### src/rtl/serial_subtractor.sv
// Bit-serial subtractor: computes a - b one bit per clock, LSB first,
// through a single borrow flip-flop. Operands come in on a valid/ready
// handshake. The parallel result and its status flags go out on a second
// valid/ready handshake.
module serial_subtractor #(
  parameter int unsigned WIDTH = 4
) (
  input  logic             clk,
  input  logic             rst_n,
  input  logic             in_valid,
  output logic             in_ready,
  input  logic [WIDTH-1:0] a,
  input  logic [WIDTH-1:0] b,
  output logic             out_valid,
  input  logic             out_ready,
  output logic [WIDTH-1:0] diff,
  output logic             borrow,
  output logic             ovf,
  output logic             zero,
  output logic             busy
);

  localparam int unsigned    CW   = $clog2(WIDTH);
  localparam logic [CW-1:0]  LAST = CW'(WIDTH - 1);

  typedef enum logic [1:0] {
    IDLE,
    SHIFT,
    DONE
  } state_t;

  state_t           state_q;
  logic [WIDTH-1:0] sa_q;
  logic [WIDTH-1:0] sb_q;
  logic             bw_q;
  logic [CW-1:0]    cnt_q;
  logic [WIDTH-1:0] diff_q;
  logic             borrow_q;
  logic             ovf_q;
  logic             zero_q;

  logic             d_bit;
  logic             bw_d;
  logic [WIDTH-1:0] sa_d;

  // One full-subtractor bit slice on the current LSBs. The minuend
  // register doubles as the result register: each difference bit
  // enters at the MSB as the consumed minuend bit leaves at the LSB.
  always_comb begin
    d_bit = sa_q[0] ^ sb_q[0] ^ bw_q;
    bw_d  = (~sa_q[0] & sb_q[0]) | (~(sa_q[0] ^ sb_q[0]) & bw_q);
    sa_d  = {d_bit, sa_q[WIDTH-1:1]};
  end

  // Control FSM, shift datapath and the result/flag registers.
  // On the last shift edge sa_q[0]/sb_q[0] hold the original operand MSBs.
  always_ff @(posedge clk or negedge rst_n) begin
    if (!rst_n) begin
      state_q  <= IDLE;
      sa_q     <= '0;
      sb_q     <= '0;
      bw_q     <= 1'b0;
      cnt_q    <= '0;
      diff_q   <= '0;
      borrow_q <= 1'b0;
      ovf_q    <= 1'b0;
      zero_q   <= 1'b0;
    end else begin
      case (state_q)
        IDLE: begin
          if (in_valid) begin
            sa_q    <= a;
            sb_q    <= b;
            bw_q    <= 1'b0;
            cnt_q   <= '0;
            state_q <= SHIFT;
          end
        end
        SHIFT: begin
          sa_q  <= sa_d;
          sb_q  <= {1'b0, sb_q[WIDTH-1:1]};
          bw_q  <= bw_d;
          cnt_q <= cnt_q + 1'b1;
          if (cnt_q == LAST) begin
            state_q  <= DONE;
            diff_q   <= sa_d;
            borrow_q <= bw_d;
            zero_q   <= (sa_d == '0);
            ovf_q    <= (sa_q[0] ^ sb_q[0]) & (d_bit ^ sa_q[0]);
          end
        end
        DONE: begin
          if (out_ready) begin
            state_q <= IDLE;
          end
        end
        default: state_q <= IDLE;
      endcase
    end
  end

  // Handshake and status outputs are plain decodes of the state register.
  always_comb begin
    in_ready  = (state_q == IDLE);
    out_valid = (state_q == DONE);
    busy      = (state_q == SHIFT);
    diff      = diff_q;
    borrow    = borrow_q;
    ovf       = ovf_q;
    zero      = zero_q;
  end

endmodule

### config.mk
export PLATFORM = sky130hd
export DESIGN_NAME = serial_subtractor
export DESIGN_NICKNAME = d
export VERILOG_FILES = /design/src/rtl/serial_subtractor.sv
export SDC_FILE = /design/constraint.sdc
export NUM_CORES = 1
export LEC_CHECK = 0
export ABC_CLOCK_PERIOD_IN_PS = 1550
export CAP_MARGIN = 30
export CORE_AREA = 8 8 57 59
export DETAILED_ROUTE_END_ITERATION = 7
export DIE_AREA = 0 0 65 67
export GPL_TIMING_DRIVEN = 0
export HOLD_SLACK_MARGIN = 0.03
export MAX_ROUTING_LAYER = met4
export PLACE_DENSITY = 0.73
export RECOVER_POWER = 50
export SLEW_MARGIN = 20
export SYNTH_ARGS = -nofsm -noshare
export SYNTH_HDL_FRONTEND = slang
export SYNTH_SLANG_ARGS = --single-unit
### constraint.sdc
create_clock -name clk -period 1.55 [get_ports clk]
set_clock_uncertainty 0.1 [all_clocks]
set_input_delay 0.31 -clock clk [delete_from_list [all_inputs] [get_ports clk]]
set_output_delay 0.31 -clock clk [all_outputs]
set_load 0.005 [all_outputs]
==> flow_summary.toml, run 1 <==
[global_route]
via_count_of_the_first_global_routing_pass = 769
antenna_found_initial = 0
first_pass_grt_wire_length_mm = 3.55
grt.total_usage_pct = 10.7
pin_count_of_the_biggest_net_entering_global_routing = 21
grt_remaining_overflow = 0

[setup_path]
crit_required_ps = 1690
worst-endpoint-arrival_ps = 1870
standard_cell_with_the_maximum_stage_delay_on_the_critical_path = "fa_1"
critPathKind = "flip-flop to flip-flop"
cp_slowest_stage_delay_ps = 580
critical_path.startpoint_type = "flip-flop"
worst_setup_ep_type = "flip-flop"
cp_max_fo = 3
path_cells = "fa_1, or4b_1, o21ai_1"

[layout]
flow.area_growth_from_synthesis_pct = 45.2
finish.cell_count_without_fillers = 154
final-seq-area_sq_um = 503
multi_input_comb_area_sq_um = 425
insertedDiodeCount = 0
final_layout_size_suffix_gt1_share_pct = 34.7
nets = 140
final.fill_count = 206

[floorplanning]
fp-row-count = 18
chipHeight_microns = 67
placeableCoreArea_sq_um = 2360
die_w_microns = 65
fp.dieArea_sq_um = 4360
io-pin-count = 22
starting_density_pct = 40.4

[synth]
synth.cell_area_sq_um = 955
post-synth-top-area-cell = "dfrtp_1"
postSynthRegisterBits = 20
syn-instance-count = 82
syn_avg_cell_area_sq_um = 11.6
top_cells_by_area_synth = "dfrtp_1 (52%), o22ai_1 (7.2%), mux2_4 (4.7%), a21oi_1 (3.7%), ha_1 (2.6%)"
async_reset_ff_share_pct = 100
post-synth-top-area-fraction_pct = 52.4
synth_nets = 97
synthDistinctLibCells = 30
ys_seq_area_share_pct = 52.4
edff_count_synth = 0
synth-warning-count = 0
most_used_flip_flop_cell_after_synthesis = "dfrtp_1"

[clock_network]
clock_insertion_delay_worst_skew_ps = 310
clk_root_buffer_cell = "clkbuf_4"
clockBufferDepth = 2
tritoncts = "yes"
clk_pin_slew_worst_paths_ps = 120
cts.htree.levels = 1
cts_made_buffers = 3
cts.sinks = 20

[drt]
finalWirelength_mm = 2.24
drt_iter0_drc = 7
first_pass_iters = 6
post-route-drc-count = 0
num_vias = 781
wire_per_inst_microns = 14.5
drt-vias-per-instance = 5.07
detail-route-antenna-nets = 0

[min_path]
hold_path_class = "input pin to asynchronous set/reset pin"

[timing]
final.min_clock_period_ps = 1730
min_period_over_period_pct = 112
setup_repair_after_global_routing_missed_its_margin = "true"
report.final.setup_viol = 5
timing.final.max_slew_violations = 0
final_hold_viol_count = 0
maxClockFrequency_mhz = 578
max_slew.worst_pin.slew_ps = 742
timing.max_slew.rel_slack_pct = 50.5
final.setup.worst_slack_ps = -179
setup-tns-final_ps = -363

[placement]
numPortBuffers = 21
dp.cells = 133
gp_routability_congestion = 0.833
dpl_hpwl_mm = 1.50

[pwr]
vdd_ir_max_mv = 1.14
power-per-cell-area_nw_per_um2 = 2120
p_leak_nw = 0.663

[flow_run]
drv.max_cap_violation_count = 0

[status]
outcome = "finished, violations left"
failed_checks = "setup timing"
per-layer routing:
layer  GRT usage [%]  vias to the layer above  wire length, microns
li1                -                      382                     -
met1            12.1                      375                  1010
met2            17.8                       22                  1090
met3            4.36                        2                   111
met4            1.63                        0                    20
met5               -                        -                     0
sequential cells by signal (all words and copies together) (netlist names), 2 cells and up:
register,cells
cnt_q,2
sa_q,4
sb_q,4
diff,4
state_q,2
layout by cell type, fill, tap and decap left out, drive strengths merged:
cell	n
buf	21
inv	3
nor2	6
o31ai	2
nand3b	2
clkinv	1
o22ai	11
a2bb2oi	1
dlymetal6s2s	1
mux2	4
fa	1
nor2b	1
xnor2	1
o21ai	3
nand2b	2
dlygate4sd2	7
a22o	2
a21boi	1
dfrtp	20
clkbuf	5
dlygate4sd3	1
o221a	1
clkdlybuf4s50	10
or4b	1
ha	2
a21oi	7
nand3	1
or2	1
nand2	5
synth_stat cells (2+ instances only):
cell     count
dfrtp_1     20
o22ai_1     11
a21oi_1      7
nor2_1       6
nand2_1      5
mux2_4       3
a22o_1       2
ha_1         2
inv_1        2
inv_2        2
o21ai_0      2
o31ai_1      2
stage by stage:
| step | util [%] | hold slack, ps | area (sq um) | worst slack, ps | total power, mW |
|---|---|---|---|---|---|
| after floorplan | - | -85.6 | 955 | -139 | 1.79 |
| after global placement | 50.8 | 360 | 1200 | -206 | 2.22 |
| after detailed placement | 50.8 | 366 | 1200 | -248 | 2.28 |
| after CTS | 57.3 | 382 | 1360 | -219 | 2.86 |
| after global routing | 58.6 | 168 | 1390 | -223 | 3.15 |
| final | 58.6 | 171 | 1390 | -179 | 2.94 |
kinds of logic after synthesis:
family,Yosys count,share of synthesized area [%]
simple gates,19,12.2
flops,20,52.4
fa+ha+maj,3,4.72
buf+inv,7,4.06
compound gates,28,19.8
xor+xnor,1,0.918
mux,4,5.90
worst max-delay path, delay by kind of cell (launching register included):
| family | cells | cell delay, ps |
|---|---|---|
| AO/OA/AOI/OAI | 1 | 120 |
| adder cells (fa/ha/maj) | 1 | 580 |
| flip-flops | 1 | 440 |
| AND/OR/NAND/NOR | 1 | 430 |
report_power, final:
| group | internal (mW) | switching, mW | leakage [nW] |
|---|---|---|---|
| clock network | 0.143 | 0.165 | 0.0210 |
| logic | 0.974 | 0.704 | 0.404 |
| registers | 0.774 | 0.184 | 0.238 |
| total | 1.89 | 1.05 | 0.663 |
final timing paths:
path / start / endpoint / slack (ps) / cells past startpoint
worst min-delay path: rst_n / cnt_q[1] / 170 / 1
min in group clk: cnt_q[0] / cnt_q[0] / 380 / 1
worst max-delay path: bw_q / zero / -180 / 3
worst max register to register: bw_q / zero / -180 / 3
worst min register to register: cnt_q[0] / cnt_q[0] / 380 / 1
max in group asynchronous: rst_n / sb_q[0] / 190 / 2
timing repair:
action / in CTS / in global routing
hold buffers: 0 / 0
setup buffers: 14 / 3
pin swaps: 1 / 3
resized for setup: 31 / 5
endpoints found under the setup margin: 11 / 5
cell type report:
class,count,area share (%)
Buffer,3,1.53
Clock buffer,4,2.62
Inverter,4,1.62
Multi-Input combinational cell,55,30.7
Sequential cell,20,36.3
Tap cell,30,2.71
Timing Repair Buffer,38,24.5
Note: power is estimated with default switching activity, not from simulation.
==> run 2: changes to the inputs <==
--- a/config.mk
+++ b/config.mk
@@ -7,13 +7,13 @@
 export LEC_CHECK = 0
 export ABC_CLOCK_PERIOD_IN_PS = 1550
 export CAP_MARGIN = 30
-export CORE_AREA = 8 8 57 59
+export CORE_AREA = 8 8 54 61
 export DETAILED_ROUTE_END_ITERATION = 7
-export DIE_AREA = 0 0 65 67
+export DIE_AREA = 0 0 62 69
 export GPL_TIMING_DRIVEN = 0
 export HOLD_SLACK_MARGIN = 0.03
 export MAX_ROUTING_LAYER = met4
-export PLACE_DENSITY = 0.73
+export PLACE_DENSITY = 0.74
 export RECOVER_POWER = 50
 export SLEW_MARGIN = 20
 export SYNTH_ARGS = -nofsm -noshare
==> run 2 against run 1 <==
Effect of this change: the flow still finishes with violations (setup timing); fmax fell by 0.27%; sequential share of layout area fell by 0.96 points; wire length rose by 9.2%; via count rose by 6.4%; critical endpoint unchanged; sequential cell count did not move; sequential power rose by 2.3%; combinational power rose by 5%.
==> flow_summary.toml, run 2 (synthesized netlist as in run 1, its figures left out) <==
[status]
outcome = "finished, violations left"
failed_checks = "setup timing"

[layout]
non_filler_cell_area_final_sq_um = 1420
finish.cell_count_without_fillers = 159
final.fill_count = 190
most-common-layout-cells = "buf_4 (20), dfrtp_1 (18), clkdlybuf4s50_1 (10)"
layout.cells.most_common = "buf_4"
nets = 145
finalCoreUtilization_pct = 60.5
flow.area_growth_from_synthesis_pct = 49.1
final_layout_size_suffix_gt1_share_pct = 40.6
insertedDiodeCount = 0

[drt]
first_pass_iters = 4
finalWirelength_mm = 2.44
detail-route-antenna-nets = 0
wire_per_inst_microns = 15.4
drt-vias-per-instance = 5.23
num_vias = 831
drt_iter0_drc = 31
post-route-drc-count = 0

[floorplanning]
chipHeight_microns = 69
fp-row-count = 19
fp.dieArea_sq_um = 4280
placeableCoreArea_sq_um = 2350
io-pin-count = 22
starting_density_pct = 40.6
die_w_microns = 62

[timing]
timing.max_slew.rel_slack_pct = 67.5
min_period_over_period_pct = 112
maxClockFrequency_mhz = 577
final.min_clock_period_ps = 1730
final_hold_viol_count = 0
hold-worst-slack_ps = 304
timing.final.max_slew_violations = 0
max_slew.worst_pin.slew_ps = 486
final.setup.worst_slack_ps = -184
setup-tns-final_ps = -184
report.final.setup_viol = 1
setup_repair_after_global_routing_missed_its_margin = "true"

[global_route]
via_count_of_the_first_global_routing_pass = 886
grt_remaining_overflow = 0
grt.total_usage_pct = 11.5
pin_count_of_the_biggest_net_entering_global_routing = 21
first_pass_grt_wire_length_mm = 3.84
antenna_found_initial = 0

[placement]
postPlaceCellArea_sq_um = 1200
dp.cells = 134
dpl_hpwl_mm = 1.53
numPortBuffers = 21
gp_routability_congestion = 0.775
placement.setup.worst_slack_ps = -229

[setup_path]
terminus_of_the_critical_flop_to_flop_path = "zero"
r2r_start = "sa_q[0]"
critPathKind = "flip-flop to flip-flop"
cp_max_fo = 3
worst_reg2reg_path_length_in_cells = 4
timing.critical_path.to = "zero"
worst_setup_ep_type = "flip-flop"
worst-endpoint-arrival_ps = 1860
crit_required_ps = 1680
worst_case_register_to_register_setup_slack_ps = -180
critical_path.startpoint_type = "flip-flop"
crit_start = "sa_q[0]"

[pwr]
vdd_ir_max_mv = 1.21
power-per-cell-area_nw_per_um2 = 2100
p_leak_nw = 0.677
design_power_total_mw = 2.99

[clock_network]
cts.sinks = 20
cts.htree.levels = 1
clk_pin_slew_worst_paths_ps = 110
cts_made_buffers = 3
cts_stage_hold_buffer_count = 0
clock_insertion_delay_worst_skew_ps = 290
clk_root_buffer_cell = "clkbuf_4"
tritoncts = "yes"
clockBufferDepth = 2

[min_path]
hold_path_class = "input pin to asynchronous set/reset pin"

[flow_run]
drv.max_cap_violation_count = 0
run 2: cell types whose count changed in the layout (fill, tap and decap cells not counted), sizes merged:
cell / delta
buf: +5
clkinv: -1
inv: +1
dlymetal6s2s: -1
run 2: how the worst min path moves through the flow:
stage                   from  cells after the start  slack, ps        to
finish                 rst_n                      1        300   diff[2]
global route           rst_n                      1        330   sa_q[0]
CTS                 cnt_q[0]                      1        390  cnt_q[0]
detailed placement       ovf                      2        370       ovf
global placement    cnt_q[0]                      1        360  cnt_q[0]
floorplan              rst_n                      0        -90    borrow
run 2: repair_timing:
item / in CTS / in global routing
resized for setup: 27 / 7
setup buffers: 15 / 6
hold endpoints to repair: 0 / 0
endpoints found under the setup margin: 11 / 8
pin swaps: 2 / 3
run 2: report_power, final:
part           internal (mW)  switching [mW]
Clock                 0.0903           0.146
Combinational           1.04           0.731
Sequential             0.774           0.204
run 2: critical path, cell delays in order (launching register included):
cell and delay (ps):
dfrtp_1 420, inv_2 60, fa_1 500, or4b_4 460, o21ai_1 140
run 2: layout make-up:
cell class / instances / area [sq um] / area share [%]
timing repair buffer: 43 / 374 / 26.3
clock buffer: 3 / 22.5 / 1.58
sequential: 20 / 503 / 35.3
inverter: 4 / 20.0 / 1.41
tap: 31 / 38.8 / 2.72
buffer: 3 / 21.3 / 1.49
multi-input combinational: 55 / 444 / 31.2
run 2: routing by layer:
| layer | wire length, microns | GRT usage, % | vias up |
|---|---|---|---|
| met3 | 129 | 2.60 | 6 |
| met4 | 49 | 5.84 | 0 |
| met5 | 0 | - | - |
| met1 | 1000 | 13.2 | 401 |
| met2 | 1260 | 17.9 | 27 |
| li1 | - | - | 397 |
==> run 3: changes to the inputs <==
--- a/config.mk
+++ b/config.mk
@@ -10,7 +10,7 @@
 export CORE_AREA = 8 8 54 61
 export DETAILED_ROUTE_END_ITERATION = 7
 export DIE_AREA = 0 0 62 69
-export GPL_TIMING_DRIVEN = 0
+export GPL_TIMING_DRIVEN = 1
 export HOLD_SLACK_MARGIN = 0.03
 export MAX_ROUTING_LAYER = met4
 export PLACE_DENSITY = 0.74
==> run 3 against run 2 <==
Effect of this change: the run still ends with setup timing left; clock-buffer cell count stayed put; cell area fell by 3.6%; fmax grew 2.3%; clock power is 4% lower; first-iteration DRC count down 6.5%; wire length down 7.3%; global-route usage shrank 0.28 points; combinational power is 6% lower; worst setup slack better by 39 ps; cell count fell by 1.3%; register-to-register slack improved by 40 ps; largest power group unchanged.
==> flow_summary.toml, run 3 (synthesized netlist as in run 1, its figures left out) <==
[status]
outcome = "finished, violations left"
failed_checks = "setup timing"

[drt]
wire_per_inst_microns = 14.4
num_vias = 809
first_pass_iters = 4
drt_iter0_drc = 29
finalWirelength_mm = 2.26
drt-vias-per-instance = 5.15
detail-route-antenna-nets = 0
post-route-drc-count = 0

[global_route]
first_pass_grt_wire_length_mm = 3.80
antenna_found_initial = 0
pin_count_of_the_biggest_net_entering_global_routing = 21
via_count_of_the_first_global_routing_pass = 845
grt.total_usage_pct = 11.2
grt_remaining_overflow = 0

[layout]
layout.cells.most_common = "buf_4"
most-common-layout-cells = "buf_4 (19), dfrtp_1 (18), o22ai_1 (11)"
nets = 143
finish.cell_count_without_fillers = 157
final_layout_size_suffix_gt1_share_pct = 34.1
final-seq-area_sq_um = 503
multi_input_comb_area_sq_um = 434
final.fill_count = 195
flow.area_growth_from_synthesis_pct = 43.8
insertedDiodeCount = 0

[min_path]
hold_path_startpoint = "zero"
hold_path_end = "zero"
number_of_stages_on_the_worst_hold_path = 2
hold_path_class = "flip-flop to flip-flop"

[timing]
setup_repair_after_global_routing_missed_its_margin = "true"
maxClockFrequency_mhz = 590
final.setup.worst_slack_ps = -145
report.final.setup_viol = 2
final_hold_viol_count = 0
hold-worst-slack_ps = 384
min_period_over_period_pct = 109
timing.max_slew.rel_slack_pct = 66.9
final.min_clock_period_ps = 1700
max_slew.worst_pin.slew_ps = 497
timing.final.max_slew_violations = 0

[setup_path]
critical_path.startpoint_type = "flip-flop"
worst_setup_ep_type = "flip-flop"
worst_case_register_to_register_setup_slack_ps = -150
crit_required_ps = 1660
cp_max_fo = 2
worst_reg2reg_path_length_in_cells = 3
worst-endpoint-arrival_ps = 1810
critPathKind = "flip-flop to flip-flop"
terminus_of_the_critical_flop_to_flop_path = "zero"
r2r_start = "bw_q"

[pwr]
p_seq_share_pct = 33.5
power_report.internal_total_mw = 1.82
power-per-cell-area_nw_per_um2 = 2080
clock_power_share_pct = 8.0
power.switching_fraction_pct = 36.1
p_switching_mw = 1.03
vdd_ir_max_mv = 1.41
p_leak_nw = 0.653
comb_power_share_pct = 58.6

[floorplanning]
chipHeight_microns = 69
io-pin-count = 22
starting_density_pct = 40.6
fp.dieArea_sq_um = 4280
die_w_microns = 62
fp-row-count = 19
placeableCoreArea_sq_um = 2350

[clock_network]
tritoncts = "yes"
cts.sinks = 20
clock_insertion_delay_worst_skew_ps = 280
cts.htree.levels = 1
cts_stage_hold_buffer_count = 0
clk_pin_slew_worst_paths_ps = 100
clk_root_buffer_cell = "clkbuf_4"
cts_made_buffers = 3
clockBufferDepth = 2

[placement]
numPortBuffers = 21
gp_routability_congestion = 0.789
dp.cells = 143
dpl_hpwl_mm = 1.51

[flow_run]
drv.max_cap_violation_count = 0
run 3: cell count changes in the layout (fill, tap and decap cells not counted), sizes merged:
cell and delta:
nand3b +1, dlygate4sd2 +1, buf -4
run 3: worst max path at each step:
stage	cells past startpoint	start	slack [ps]	end
floorplan	3	bw_q	-140	zero
global placement	3	bw_q	-90	zero
detailed placement	3	bw_q	-120	zero
CTS	4	sa_q[0]	-150	zero
global route	3	bw_q	-200	zero
finish	3	bw_q	-150	zero
run 3: through the flow:
step / util [%] / setup TNS, ps / cell area (sq um) / total power [mW] / setup WS [ps]
2_1_floorplan: - / -139 / 955 / 1.79 / -139
3_3_place_gp: 54.0 / -107 / 1270 / 2.41 / -91.0
3_5_place_dp: 54.0 / -139 / 1270 / 2.45 / -125
4_1_cts: 58.2 / -201 / 1370 / 2.80 / -147
5_1_grt: 58.3 / -637 / 1370 / 3.08 / -201
6_report: 58.3 / -218 / 1370 / 2.85 / -145
run 3: worst max-delay path: stages, from the launching register on:
cell and delay [ps]:
dfrtp_1 410, fa_1 560, or4b_1 430, o21ai_1 130
run 3: final cells by class:
| cell class | count | share of cell area, % |
|---|---|---|
| Sequential cell | 20 | 36.6 |
| Multi-Input combinational cell | 56 | 31.6 |
| Timing Repair Buffer | 43 | 26.2 |
| Tap cell | 31 | 2.83 |
| Clock buffer | 3 | 1.64 |
| Inverter | 4 | 1.09 |
run 3: layer usage:
metal / up-vias / GRT usage, % / share of wire, %
met5: - / - / 0
met4: 0 / 2.28 / 0.62
met3: 2 / 2.41 / 6.1
met2: 29 / 17.2 / 49
met1: 388 / 14.7 / 44
li1: 390 / - / -
run 3: power groups by stage:
| stage | Clock (mW) | Sequential, mW | Combinational [mW] |
|---|---|---|---|
| after floorplan | 0 | 0.948 | 0.840 |
| after global placement | 0 | 0.977 | 1.44 |
| after detailed placement | 0 | 0.984 | 1.47 |
| after CTS | 0.239 | 0.942 | 1.62 |
| after global routing | 0.266 | 0.988 | 1.83 |
| final | 0.227 | 0.953 | 1.67 |
run 3: repair_timing:
item                       in CTS  in global routing
cloned                          0                  1
pin swaps                       1                  2
setup endpoints to repair      11                  8
buffers inserted               10                  1
resized for setup              22                  3
